## src/rtl/rf_wb_ctrl.sv

```systemverilog
// Write-back arbiter and long-latency scoreboard in front of the register file write port.
// EX wins the port; a displaced long-unit result waits in a one-entry buffer until EX is idle.
module rf_wb_ctrl #(
    parameter int MAX_OUTSTANDING = 4,
    parameter int STARVE_LIMIT    = 4
) (
    input  logic        clk,
    input  logic        rstn,
    input  logic        issue_valid,
    input  logic [4:0]  issue_rs1,
    input  logic [4:0]  issue_rs2,
    input  logic [4:0]  issue_rd,
    input  logic        issue_rd_wen,
    input  logic        issue_long,
    output logic        issue_stall,
    input  logic        ex_wen,
    input  logic [4:0]  ex_waddr,
    input  logic [31:0] ex_wdata,
    input  logic        lu_valid,
    input  logic [4:0]  lu_waddr,
    input  logic [31:0] lu_wdata,
    output logic        lu_ready,
    output logic        wb_hold,
    output logic        rf_wen,
    output logic [4:0]  rf_waddr,
    output logic [31:0] rf_wdata
);

    localparam int CW = $clog2(MAX_OUTSTANDING + 1);
    localparam int SW = $clog2(STARVE_LIMIT + 1);

    logic [31:1]   busy;
    logic [CW-1:0] out_cnt;
    logic          buf_valid;
    logic [4:0]    buf_waddr;
    logic [31:0]   buf_wdata;
    logic [SW-1:0] starve_cnt;

    logic [31:0]   busy_vec;
    logic [31:1]   busy_nxt;
    logic          ex_act;
    logic          lu_acc;
    logic          lu_direct;
    logic          lu_to_buf;
    logic          buf_drain;
    logic          commit;
    logic [4:0]    commit_addr;
    logic          issue_set;
    logic          hz1, hz2, hzd, full;

    assign busy_vec  = {busy, 1'b0};
    assign ex_act    = rstn & ex_wen;
    assign lu_ready  = rstn & ~buf_valid;
    assign lu_acc    = lu_valid & lu_ready;
    assign lu_direct = lu_acc & ~ex_wen;
    assign lu_to_buf = lu_acc & ex_wen;
    assign buf_drain = rstn & buf_valid & ~ex_wen;

    assign commit      = (buf_drain && buf_waddr != 5'd0) || (lu_direct && lu_waddr != 5'd0);
    assign commit_addr = buf_drain ? buf_waddr : lu_waddr;

    // Hazards look only at registered busy, so a commit unstalls one cycle later.
    assign hz1  = (issue_rs1 != 5'd0) && busy_vec[issue_rs1];
    assign hz2  = (issue_rs2 != 5'd0) && busy_vec[issue_rs2];
    assign hzd  = issue_rd_wen && (issue_rd != 5'd0) && busy_vec[issue_rd];
    assign full = issue_long && (out_cnt == CW'(MAX_OUTSTANDING));

    assign issue_stall = rstn & issue_valid & (hz1 | hz2 | hzd | full);
    assign issue_set   = rstn & issue_valid & ~issue_stall & issue_long & issue_rd_wen
                         & (issue_rd != 5'd0);

    assign wb_hold = rstn & buf_valid & (starve_cnt >= SW'(STARVE_LIMIT));

    always_comb begin
        rf_wen   = 1'b0;
        rf_waddr = 5'd0;
        rf_wdata = 32'd0;
        if (ex_act) begin
            rf_wen   = (ex_waddr != 5'd0);
            rf_waddr = ex_waddr;
            rf_wdata = ex_wdata;
        end else if (buf_drain) begin
            rf_wen   = (buf_waddr != 5'd0);
            rf_waddr = buf_waddr;
            rf_wdata = buf_wdata;
        end else if (lu_direct) begin
            rf_wen   = (lu_waddr != 5'd0);
            rf_waddr = lu_waddr;
            rf_wdata = lu_wdata;
        end
    end

    always_comb begin
        busy_nxt = busy;
        for (int i = 1; i < 32; i++) begin
            if (commit && commit_addr == 5'(i))
                busy_nxt[i] = 1'b0;
            if (issue_set && issue_rd == 5'(i))
                busy_nxt[i] = 1'b1;
        end
    end

    always_ff @(posedge clk) begin
        if (!rstn) begin
            busy       <= '0;
            out_cnt    <= '0;
            buf_valid  <= 1'b0;
            buf_waddr  <= 5'd0;
            buf_wdata  <= 32'd0;
            starve_cnt <= '0;
        end else begin
            busy <= busy_nxt;

            case ({issue_set, commit})
                2'b10:   out_cnt <= out_cnt + 1'b1;
                2'b01:   out_cnt <= out_cnt - 1'b1;
                default: out_cnt <= out_cnt;
            endcase

            if (lu_to_buf) begin
                buf_valid <= 1'b1;
                buf_waddr <= lu_waddr;
                buf_wdata <= lu_wdata;
            end else if (buf_drain) begin
                buf_valid <= 1'b0;
            end

            // Saturates so wb_hold stays up for as long as the buffer keeps losing.
            if (buf_valid && ex_wen) begin
                if (starve_cnt < SW'(STARVE_LIMIT))
                    starve_cnt <= starve_cnt + 1'b1;
            end else begin
                starve_cnt <= '0;
            end
        end
    end

endmodule
```

## config.mk

```make
export PLATFORM = sky130hd
export DESIGN_NAME = rf_wb_ctrl
export DESIGN_NICKNAME = d
export VERILOG_FILES = /design/src/rtl/rf_wb_ctrl.sv
export SDC_FILE = /design/constraint.sdc
export NUM_CORES = 1
export LEC_CHECK = 0
export ABC_AREA = 1
export BUFFER_PORTS_ARGS = -buffer_cell sky130_fd_sc_hd__buf_2
export CORE_ASPECT_RATIO = 0.9
export CORE_MARGIN = 8
export CORE_UTILIZATION = 52
export CTS_CLUSTER_DIAMETER = 60
export DETAILED_ROUTE_END_ITERATION = 12
export PLACE_DENSITY = 0.76
export SLEW_MARGIN = 20
export SYNTH_ARGS = -nofsm -noshare
export SYNTH_HDL_FRONTEND = slang
export SYNTH_SLANG_ARGS = --single-unit
export TNS_END_PERCENT = 5
```

## constraint.sdc

```tcl
create_clock -name clk -period 6.2 [get_ports clk]
set_input_delay 0.62 -clock clk [delete_from_list [all_inputs] [get_ports clk]]
set_output_delay 0.62 -clock clk [all_outputs]
set_load 0.05 [all_outputs]
```

==> results by group, run 1 <==
Clock network
  – CTS tree: done
  – H-Tree Level Count: 3
  – Clock sink total: 75
  – Cts bufs inserted: 9
  – CTS resizes: 0
  – Setup Buffers After CTS: 0
  – Root Driver: clkbuf_8
  – Max Root-Sink Buffers: 2
  – Clock latency on the worst-skew pair: 0.35 ns
  – Clock Pin Slew Worst Setup and Hold Paths: 0.08 ns
  – Hold Buf Count CTS: 0

Synth
  – Synth Net Count: 985
  – Yosys top cell by area: dfxtp_1
  – Post-synth top area share: 0.2914
  – Synthesized instance count: 886
  – Area contributors post-synth: dfxtp_1, nand2_1, nor2_1
  – Synth Cell Area: 0.005152 mm2
  – Register area share after synthesis: 0.2914
  – Synth cell types: 36
  – Synth Area per Inst: 5.815 um2
  – Syn. warnings: 0
  – Yosys reg bits: 75

Floorplanning
  – Io pins: 137
  – Die W: 120.9 um
  – Std-Cell Rows: 34
  – Die Span Y: 110.4 um
  – Placeable Area: 0.009657 mm2
  – Starting Density: 0.5336
  – DIE AREA: 0.01335 mm2

Placement
  – RD Place Congestion: 0.9357
  – Placed Cells: 1103
  – Number of port buffers: 136
  – HPWL after DPL: 12280 um

Detailed routing
  – Routed vias/inst: 5.500
  – TritonRoute pass-1 iters: 6
  – DR vias: 6154
  – Met2 wire length: 7316 um
  – Drt initial violations: 720
  – Post-route ant nets: 0
  – Wl on met1: 7330 um
  – Routed wire length: 16760 um
  – Top sig layer: met4
  – Post-route DRC: 0
  – Met3 Wirelength: 1751 um
  – WL/cell: 14.98 um

Timing
  – Hold WS: 0.4592 ns
  – Tightest Pin Transition: 0.9850 ns
  – Part of the cycle the worst path needs: 0.6195
  – Rel. slew slack: 0.3418
  – Total negative slack: 0 ns
  – Fin crit period: 3.841 ns
  – Setup violators final: 0
  – Worst Skew: 0.009967 ns
  – Max Clk Rate: 260.3 MHz
  – Final hold vios: 0
  – Max-slew violations: 0
  – RSZ-0062 raised after global routing: false

Setup path
  – R2R Setup Slk: 2.89 ns
  – Worst-path fanout max: 44
  – Kind of critical path: in2out
  – Worst setup path startpoint: rstn
  – R2R Path End: out_cnt[2]
  – FF-to-FF Start: busy[6]
  – Worst Setup EP: rf_waddr[4]
  – Reg2Reg Depth: 18
  – Crit path launch type: input pin
  – Worst Setup End Kind: primary output
  – CP required: 5.58 ns
  – Critical path arrival: 3.22 ns

Run
  – Max Cap Violations: 0

Cells and area
  – Layout cells sized above 1: 0.1863
  – Final instance count without filler cells: 1119
  – Filler Cells Inserted: 960
  – Layout area overhead: 16.46%
  – Nets: 1087
  – Inserted Diodes: 0
  – Final core occ: 0.6214
  – Multi-input logic area: 0.003097 mm2
  – Register Area: 0.001501 mm2

Global routing
  – Largest net degree at the start of global routing: 45
  – Initial antenna violation count: 0
  – Global-route wire length before repair: 27580 um
  – Vias in the first global route: 5663
  – Gr usage total: 0.2468
  – Total grt overflow: 0

Power
  – Worst vdd ir: 0.1216 mV
  – Total chip power: 1250 uW
  – Power Dens Cells: 208.3 mW/mm2
  – Leakage: 0.002813 uW

Run status
  – Outcome: completed

Hold path
  – Worst Hold Depth: 1
  – Worst min path class: reg2reg
[cells in the final DEF (no fill, tap or decap), types with 2 or more instances in the layout]
master	synthesis	layout
buf_4	8	2
inv_6	0	2
nor2_4	4	4
o21ai_1	9	9
o31ai_1	2	2
ha_1	2	2
o211ai_1	4	4
a21oi_1	46	46
inv_8	0	2
bufinv_16	0	3
a31oi_1	2	2
nor3_1	14	14
buf_2	5	136
nand2_2	3	3
nand3_2	3	3
nand2_1	295	295
nor2_1	125	125
nand4_1	34	34
dfxtp_1	75	75
clkbuf_8	0	9
clkinv_1	1	2
nor2_2	3	3
nand3_1	78	78
inv_2	10	10
inv_1	66	65
o21ai_2	4	4
o21ai_0	48	48
[logic make-up (layout without fill, tap and decap cells)]
| group | Yosys count | after routing | synth area share |
|---|---|---|---|
| adder cells (fa/ha/maj) | 3 | 3 | 0.008741 |
| XOR/XNOR | 1 | 1 | 0.001700 |
| AO/OA/AOI/OAI | 119 | 119 | 0.1241 |
| buffers and inverters | 125 | 232 | 0.1088 |
| flip-flops | 75 | 75 | 0.2914 |
| AND/OR/NAND/NOR | 563 | 563 | 0.4653 |
[cell usage after synthesis]
cell type,count
a21oi_1,46
a21oi_2,1
a22oi_1,1
a31oi_1,2
and2_1,1
buf_2,5
buf_4,8
buf_6,7
clkbuf_1,27
clkinv_1,1
dfxtp_1,75
fa_1,1
ha_1,2
inv_1,66
inv_2,10
inv_4,1
nand2_1,295
nand2_2,3
nand3_1,78
nand3_2,3
nand4_1,34
nor2_1,125
nor2_2,3
nor2_4,4
nor3_1,14
nor3_2,1
nor3b_2,1
nor4_1,1
o2111ai_1,1
o211ai_1,4
o21ai_0,48
o21ai_1,9
o21ai_2,4
o22ai_1,1
o31ai_1,2
xor2_1,1
[layout make-up]
class	count	share of cell area
multi-input cells	686	0.5161
inverters	78	0.04921
repair buffers	138	0.1159
clock buffers	9	0.02064
flip-flops and latches	75	0.2502
well taps	126	0.02627
clock inverters	7	0.02168
[worst max-delay path: stages]
cell and delay, ns:
buf_2 0.52, inv_2 0.43, nor2_2 0.21, nand3_2 0.13, inv_2 0.42, o21ai_1 0.19, nand2_1 0.18, nand2_2 0.13
nand2_1 0.08, buf_2 0.27
[worst min path at each step]
| stage | slack, ns | end | start |
|---|---|---|---|
| floorplan | 0.42 | out_cnt[0] | out_cnt[0] |
| detailed placement | 0.45 | out_cnt[0] | out_cnt[0] |
| CTS | 0.46 | out_cnt[0] | out_cnt[0] |
| global placement | 0.45 | out_cnt[0] | out_cnt[0] |
| global route | 0.50 | out_cnt[0] | out_cnt[0] |
| finish | 0.46 | out_cnt[0] | out_cnt[0] |
[stage by stage]
stage	area, um2	setup slack [ns]
CTS	6001	2.369
global placement	5747	2.384
detailed placement	5747	2.313
floorplan	5152	3.293
finish	6001	2.359
global route	6001	2.107
[metal layers]
layer	up-vias	GRT usage
met2	316	0.3660
met4	0	0.08403
met1	2747	0.3393
met5	-	0
met3	33	0.05906
li1	3058	-
[report_power, final]
part	switching (uW)	leakage [uW]	internal, uW	total (uW)
Clock	205	0.000128	276	481
Combinational	194	0.00208	72.7	267
Sequential	7.40	0.000609	495	503
Total	406	0.00281	844	1250
[registers in the layout, indices dropped and copies added, names as in the netlist]
register and count:
buf_valid 1, buf_waddr 5, buf_wdata 32, busy 31, out_cnt 3, starve_cnt 3
No activity file was read; power rests on OpenSTA's default activity.
==> run 2: changes to the inputs <==
--- a/config.mk
+++ b/config.mk
@@ -5,14 +5,14 @@
 export SDC_FILE = /design/constraint.sdc
 export NUM_CORES = 1
 export LEC_CHECK = 0
-export ABC_AREA = 1
+export ABC_AREA = 0
 export BUFFER_PORTS_ARGS = -buffer_cell sky130_fd_sc_hd__buf_2
 export CORE_ASPECT_RATIO = 0.9
 export CORE_MARGIN = 8
-export CORE_UTILIZATION = 52
+export CORE_UTILIZATION = 48
 export CTS_CLUSTER_DIAMETER = 60
 export DETAILED_ROUTE_END_ITERATION = 12
-export PLACE_DENSITY = 0.76
+export PLACE_DENSITY = 0.74
 export SLEW_MARGIN = 20
 export SYNTH_ARGS = -nofsm -noshare
 export SYNTH_HDL_FRONTEND = slang
==> constraint.sdc (replaced) <==
create_clock -name clk -period 3.46 [get_ports clk]
set_input_delay 0.346 -clock clk [delete_from_list [all_inputs] [get_ports clk]]
set_output_delay 0.346 -clock clk [all_outputs]
set_load 0.05 [all_outputs]
==> results by group, run 2 <==
Run status
  – Outcome: completed

Detailed routing
  – Post-route ant nets: 0
  – DR vias: 5340
  – Routed wire length: 16070 um
  – TritonRoute pass-1 iters: 5
  – Post-route DRC: 0
  – Drt initial violations: 497
  – Routed vias/inst: 6.268
  – WL/cell: 18.86 um

Global routing
  – Vias in the first global route: 5233
  – Total grt overflow: 0
  – Gr usage total: 0.2321
  – Global-route wire length before repair: 26260 um
  – Initial antenna violation count: 0
  – Largest net degree at the start of global routing: 40

Timing
  – Rel. slew slack: 0.3410
  – Fin crit period: 3.260 ns
  – Tightest Pin Transition: 0.9839 ns
  – Final hold vios: 0
  – Worst Skew: 0.01082 ns
  – Worst setup margin: 0.2003 ns
  – Max-slew violations: 0
  – Hold WS: 0.2609 ns
  – Setup violators final: 0
  – Max Clk Rate: 306.8 MHz
  – Part of the cycle the worst path needs: 0.9421
  – RSZ-0062 raised after global routing: false

Clock network
  – Clock sink total: 75
  – Setup Buffers After CTS: 0
  – Cts bufs inserted: 9
  – Clock latency on the worst-skew pair: 0.34 ns
  – Max Root-Sink Buffers: 2
  – Clock Pin Slew Worst Setup and Hold Paths: 0.06 ns
  – CTS resizes: 0
  – H-Tree Level Count: 3
  – Hold Buf Count CTS: 0
  – Root Driver: clkbuf_16
  – CTS tree: done

Cells and area
  – Largest regs: buf_wdata (32), busy (31), buf_waddr (5)
  – Most flops, register: buf_wdata
  – Commonest non-fill, non-tap cell in the layout: buf_2
  – Layout area overhead: 21.53%
  – Largest register FFs: 32
  – Nets: 817
  – Register Area: 0.001501 mm2
  – Multi-input logic area: 0.003110 mm2
  – Final instance count without filler cells: 852
  – Layout cells sized above 1: 0.2656
  – Inserted Diodes: 0
  – Commonest cells after routing, fill and taps aside: buf_2, nand2_1, nor2_1, dfxtp_1, a21boi_0
  – Filler Cells Inserted: 916

Power
  – Worst vdd ir: 0.2405 mV
  – Comb power frac: 0.198
  – Pint: 1675 uW
  – Power Dens Cells: 402.8 mW/mm2
  – NetSw: 718.2 uW
  – Leakage: 0.002354 uW
  – Clock group share of total power: 0.429
  – Sequential power share: 0.373
  – Switching Fraction: 0.3001

Synth
  – Synthesized instance count: 615
  – Post-synth top area share: 0.3071
  – Yosys top cell by area: dfxtp_1
  – Synth Cell Area: 0.004888 mm2
  – Async set-reset flop share out of synthesis: 0
  – Top-count cell post-synth: nand2_1
  – Main synth FF type: dfxtp_1
  – Register area share after synthesis: 0.3071
  – Synth Area per Inst: 7.949 um2
  – Yosys reg bits: 75
  – Synth cell types: 51
  – Synth Net Count: 714
  – Area contributors post-synth: dfxtp_1, mux4_2, nand2_1
  – List of most frequent post-synthesis cells: nand2_1, nor2_1, dfxtp_1, clkbuf_1, a21boi_0
  – Syn. warnings: 0
  – Number of synthesized flops with an enable pin: 0

Setup path
  – CP Cell Sequence: mux4_2 -> mux4_2 -> a22o_1 -> or4_1 -> ha_1 -> inv_1 -> fa_1 -> xor2_1 -> or3_1 -> a21boi_0
  – R2R Path End: out_cnt[2]
  – FF-to-FF Start: busy[23]
  – Worst Setup End Kind: flop
  – Crit path largest cell delay: 0.57 ns
  – R2R Setup Slk: 0.20 ns
  – CP most frequent cell: mux4_2
  – Worst-path fanout max: 4
  – Kind of critical path: reg2reg
  – Crit path launch type: flop
  – Reg2Reg Depth: 10
  – Slowest CP cell: or4_1
  – CP required: 3.71 ns
  – Worst Setup EP: out_cnt[2]
  – Worst setup path startpoint: busy[23]
  – Critical path arrival: 3.51 ns

Floorplanning
  – Io pins: 137
  – Std-Cell Rows: 35
  – Die W: 122.4 um
  – Placeable Area: 0.01007 mm2
  – Die Span Y: 111.7 um
  – DIE AREA: 0.01367 mm2
  – Starting Density: 0.4853

Placement
  – Place WS: -0.004380 ns
  – Placed Cells: 836
  – HPWL after DPL: 11610 um
  – Number of port buffers: 136
  – RD Place Congestion: 0.8990

Run
  – Max Cap Violations: 0

Hold path
  – Worst min path class: in2reg
==> run 2: per-stage QoR <==
| stage | util | TNS (ns) | total power (uW) | area (um2) |
|---|---|---|---|---|
| 2_1_floorplan | - | 0 | 1227 | 4888 |
| 3_3_place_gp | 0.5575 | 0 | 1372 | 5615 |
| 3_5_place_dp | 0.5575 | -0.004380 | 1379 | 5615 |
| 4_1_cts | 0.5898 | 0 | 2401 | 5941 |
| 5_1_grt | 0.5898 | 0 | 2477 | 5941 |
| 6_report | 0.5898 | 0 | 2393 | 5941 |
==> run 2: power groups by stage <==
stage	Clock [uW]	Sequential [uW]	Combinational, uW
floorplan	0	908	319
global placement	0	911	461
detailed placement	0	911	468
CTS	1040	892	470
global route	1070	894	507
finish	1030	893	474
==> run 2: worst min path at each step <==
stage / from / endpoint / slack, ns / cells after the start
finish: lu_valid / buf_valid / 0.26 / 3
detailed placement: buf_wdata[23] / buf_wdata[23] / 0.46 / 2
global route: lu_wdata[19] / buf_wdata[19] / 0.27 / 3
global placement: buf_wdata[17] / buf_wdata[17] / 0.45 / 2
floorplan: buf_wdata[10] / buf_wdata[10] / 0.44 / 2
CTS: lu_valid / buf_valid / 0.26 / 3
==> run 2: layout make-up <==
cell class / count / share of cell area
multi-input cells: 468 / 0.5236
clock buffers: 10 / 0.04023
flip-flops and latches: 75 / 0.2527
inverters: 13 / 0.008214
clock inverters: 6 / 0.01453
well taps: 129 / 0.02717
repair buffers: 151 / 0.1335
==> run 2: kinds of logic (layout without fill, tap and decap cells) <==
logic type / after synthesis / count (layout) / share of synthesized area
xor gates and xnor gates: 3 / 3 / 0.005376
DFF: 75 / 75 / 0.3071
AOI/OAI and AO/OA: 173 / 173 / 0.2746
muxes: 30 / 30 / 0.1088
and+or+nand+nor: 259 / 259 / 0.2373
adders and majority gates: 3 / 3 / 0.009214
buffers and inverters: 72 / 180 / 0.05759
==> run 2: routing by layer <==
metal | part of all wire | vias up | GRT usage
li1 | - | 2510 | -
met5 | 0 | - | 0
met3 | 0.091 | 28 | 0.06474
met4 | 0.019 | 0 | 0.06981
met1 | 0.42 | 2519 | 0.3000
met2 | 0.47 | 283 | 0.3664
==> run 2: critical path, delay by kind of cell, from the launching register on <==
kind,cells,cell delay [ns]
fa+ha+maj,2,0.43
compound gates,2,0.39
mux,2,0.97
buf+inv,1,0.07
simple gates,2,0.87
xor+xnor,1,0.08
flops,1,0.36
==> run 3: changes to the inputs <==
--- a/config.mk
+++ b/config.mk
@@ -8,7 +8,7 @@
 export ABC_AREA = 0
 export BUFFER_PORTS_ARGS = -buffer_cell sky130_fd_sc_hd__buf_2
 export CORE_ASPECT_RATIO = 0.9
-export CORE_MARGIN = 8
+export CORE_MARGIN = 2
 export CORE_UTILIZATION = 48
 export CTS_CLUSTER_DIAMETER = 60
 export DETAILED_ROUTE_END_ITERATION = 12
==> results by group, run 3 (synthesis results as in run 2) <==
Global routing
  – Largest net degree at the start of global routing: 38
  – Initial antenna violation count: 0
  – Vias in the first global route: 4909
  – Total grt overflow: 0
  – Gr usage total: 0.2842
  – Global-route wire length before repair: 24540 um

Clock network
  – CTS tree: done
  – Root Driver: clkbuf_16
  – Hold Buf Count CTS: 0
  – Clock latency on the worst-skew pair: 0.33 ns
  – Max Root-Sink Buffers: 2
  – H-Tree Level Count: 3
  – Clock sink total: 75
  – Clock Pin Slew Worst Setup and Hold Paths: 0.06 ns
  – Cts bufs inserted: 9

Detailed routing
  – Drt initial violations: 486
  – Post-route ant nets: 0
  – WL/cell: 18.06 um
  – Post-route DRC: 0
  – Routed wire length: 15390 um
  – DR vias: 5397
  – Routed vias/inst: 6.335
  – TritonRoute pass-1 iters: 5

Cells and area
  – Most flops, register: buf_wdata
  – Nets: 820
  – Layout area overhead: 22.06%
  – Commonest cells after routing, fill and taps aside: buf_2, nand2_1, nor2_1, dfxtp_1, a21boi_0
  – Layout cells sized above 1: 0.2700
  – Register Area: 0.001501 mm2
  – Multi-input logic area: 0.003115 mm2
  – Largest register FFs: 32
  – Commonest non-fill, non-tap cell in the layout: buf_2
  – Final instance count without filler cells: 852
  – Inserted Diodes: 0
  – Largest regs: buf_wdata (32), busy (31), buf_waddr (5)
  – Final core occ: 0.6098
  – Filler Cells Inserted: 886

Timing
  – Max Clk Rate: 310.5 MHz
  – Part of the cycle the worst path needs: 0.9307
  – RSZ-0062 raised after global routing: false
  – Setup violators final: 0
  – Tightest Pin Transition: 0.9341 ns
  – Fin crit period: 3.220 ns
  – Final hold vios: 0
  – Rel. slew slack: 0.3743
  – Worst Skew: 0.005584 ns
  – Max-slew violations: 0

Placement
  – HPWL after DPL: 11120 um
  – Placed Cells: 836
  – RD Place Congestion: 0.9468
  – Number of port buffers: 136

Floorplanning
  – Die Span Y: 99.74 um
  – DIE AREA: 0.01101 mm2
  – Placeable Area: 0.009784 mm2
  – Die W: 110.4 um
  – Starting Density: 0.4996
  – Io pins: 137
  – Std-Cell Rows: 34

Setup path
  – Critical path arrival: 3.47 ns
  – Worst Setup End Kind: flop
  – CP required: 3.71 ns
  – Crit path launch type: flop
  – Reg2Reg Depth: 12
  – R2R Path End: out_cnt[2]
  – Worst-path fanout max: 4
  – R2R Setup Slk: 0.24 ns
  – Kind of critical path: reg2reg
  – FF-to-FF Start: busy[19]

Power
  – Worst vdd ir: 0.3791 mV
  – Leakage: 0.002368 uW
  – Power Dens Cells: 399.1 mW/mm2

Hold path
  – HP Start: lu_wdata[31]
  – Worst min path class: in2reg
  – Hold Crit Endpoint: buf_wdata[31]
  – Worst Hold Depth: 3

Run status
  – Outcome: completed

Run
  – Max Cap Violations: 0
-- run 3: cell count changes in the layout (fill, tap and decap cells not counted) --
| cell | previous run | this run |
|---|---|---|
| a211oi_2 | 0 | 1 |
| a211oi_1 | 2 | 1 |
| buf_4 | 15 | 18 |
| inv_6 | 1 | 0 |
| clkinv_4 | 0 | 1 |
| clkinvlp_4 | 1 | 2 |
| clkinv_2 | 2 | 1 |
-- run 3: final cells by class --
cell class	count	area share
Inverter	13	0.008178
Timing Repair Buffer	154	0.1367
Multi-Input combinational cell	468	0.5221
Tap cell	126	0.02642
Sequential cell	75	0.2516
Clock buffer	10	0.04005
Clock inverter	6	0.01489
-- run 3: how the worst max path moves through the flow --
stage	to	startpoint
global placement	out_cnt[2]	issue_rs1[0]
finish	out_cnt[2]	busy[19]
detailed placement	out_cnt[2]	issue_rs1[0]
global route	out_cnt[2]	busy[16]
floorplan	out_cnt[2]	issue_rs1[0]
CTS	out_cnt[2]	busy[18]
-- run 3: report_power, final --
group	internal [uW]	switching [uW]	total, uW
Sequential	881	12.4	893
Combinational	142	326	467
Clock	651	370	1020
-- run 3: worst max-delay path, cell delays in order, from the launching register on --
cell and delay (ns):
dfxtp_1 0.38, mux4_2 0.48, nor2b_1 0.15, a211oi_2 0.21, a21oi_1 0.06, a22o_1 0.27
or4_1 0.56, ha_1 0.25, inv_1 0.07, fa_1 0.17, xor2_1 0.07, or3_1 0.30
a21boi_0 0.18
-- run 3: routing by layer --
| layer | up-vias | global-route usage | routed length, um |
|---|---|---|---|
| met4 | 0 | 0.07308 | 189 |
| met2 | 292 | 0.4351 | 7137 |
| li1 | 2509 | - | - |
| met1 | 2580 | 0.4022 | 6540 |
| met5 | - | 0 | 0 |
| met3 | 16 | 0.06815 | 1521 |
-- run 3: metrics by stage --
| stage | area (um2) | setup TNS (ns) | hold slack [ns] | setup slack (ns) | power [uW] |
|---|---|---|---|---|---|
| 3_3_place_gp | 5634 | 0 | 0.4496 | 0.1247 | 1367 |
| 3_5_place_dp | 5634 | -0.04316 | 0.4590 | -0.04316 | 1374 |
| 4_1_cts | 5962 | 0 | 0.2647 | 0.2081 | 2385 |
| 6_report | 5967 | 0 | 0.2721 | 0.2396 | 2381 |
| 2_1_floorplan | 4888 | 0 | 0.4433 | 0.1813 | 1227 |
| 5_1_grt | 5967 | 0 | 0.2747 | 0.04741 | 2460 |
-- run 3: what timing repair did --
item,CTS,global route
gates resized for setup,0,1
setup buffers,0,0
setup endpoints to repair,0,1
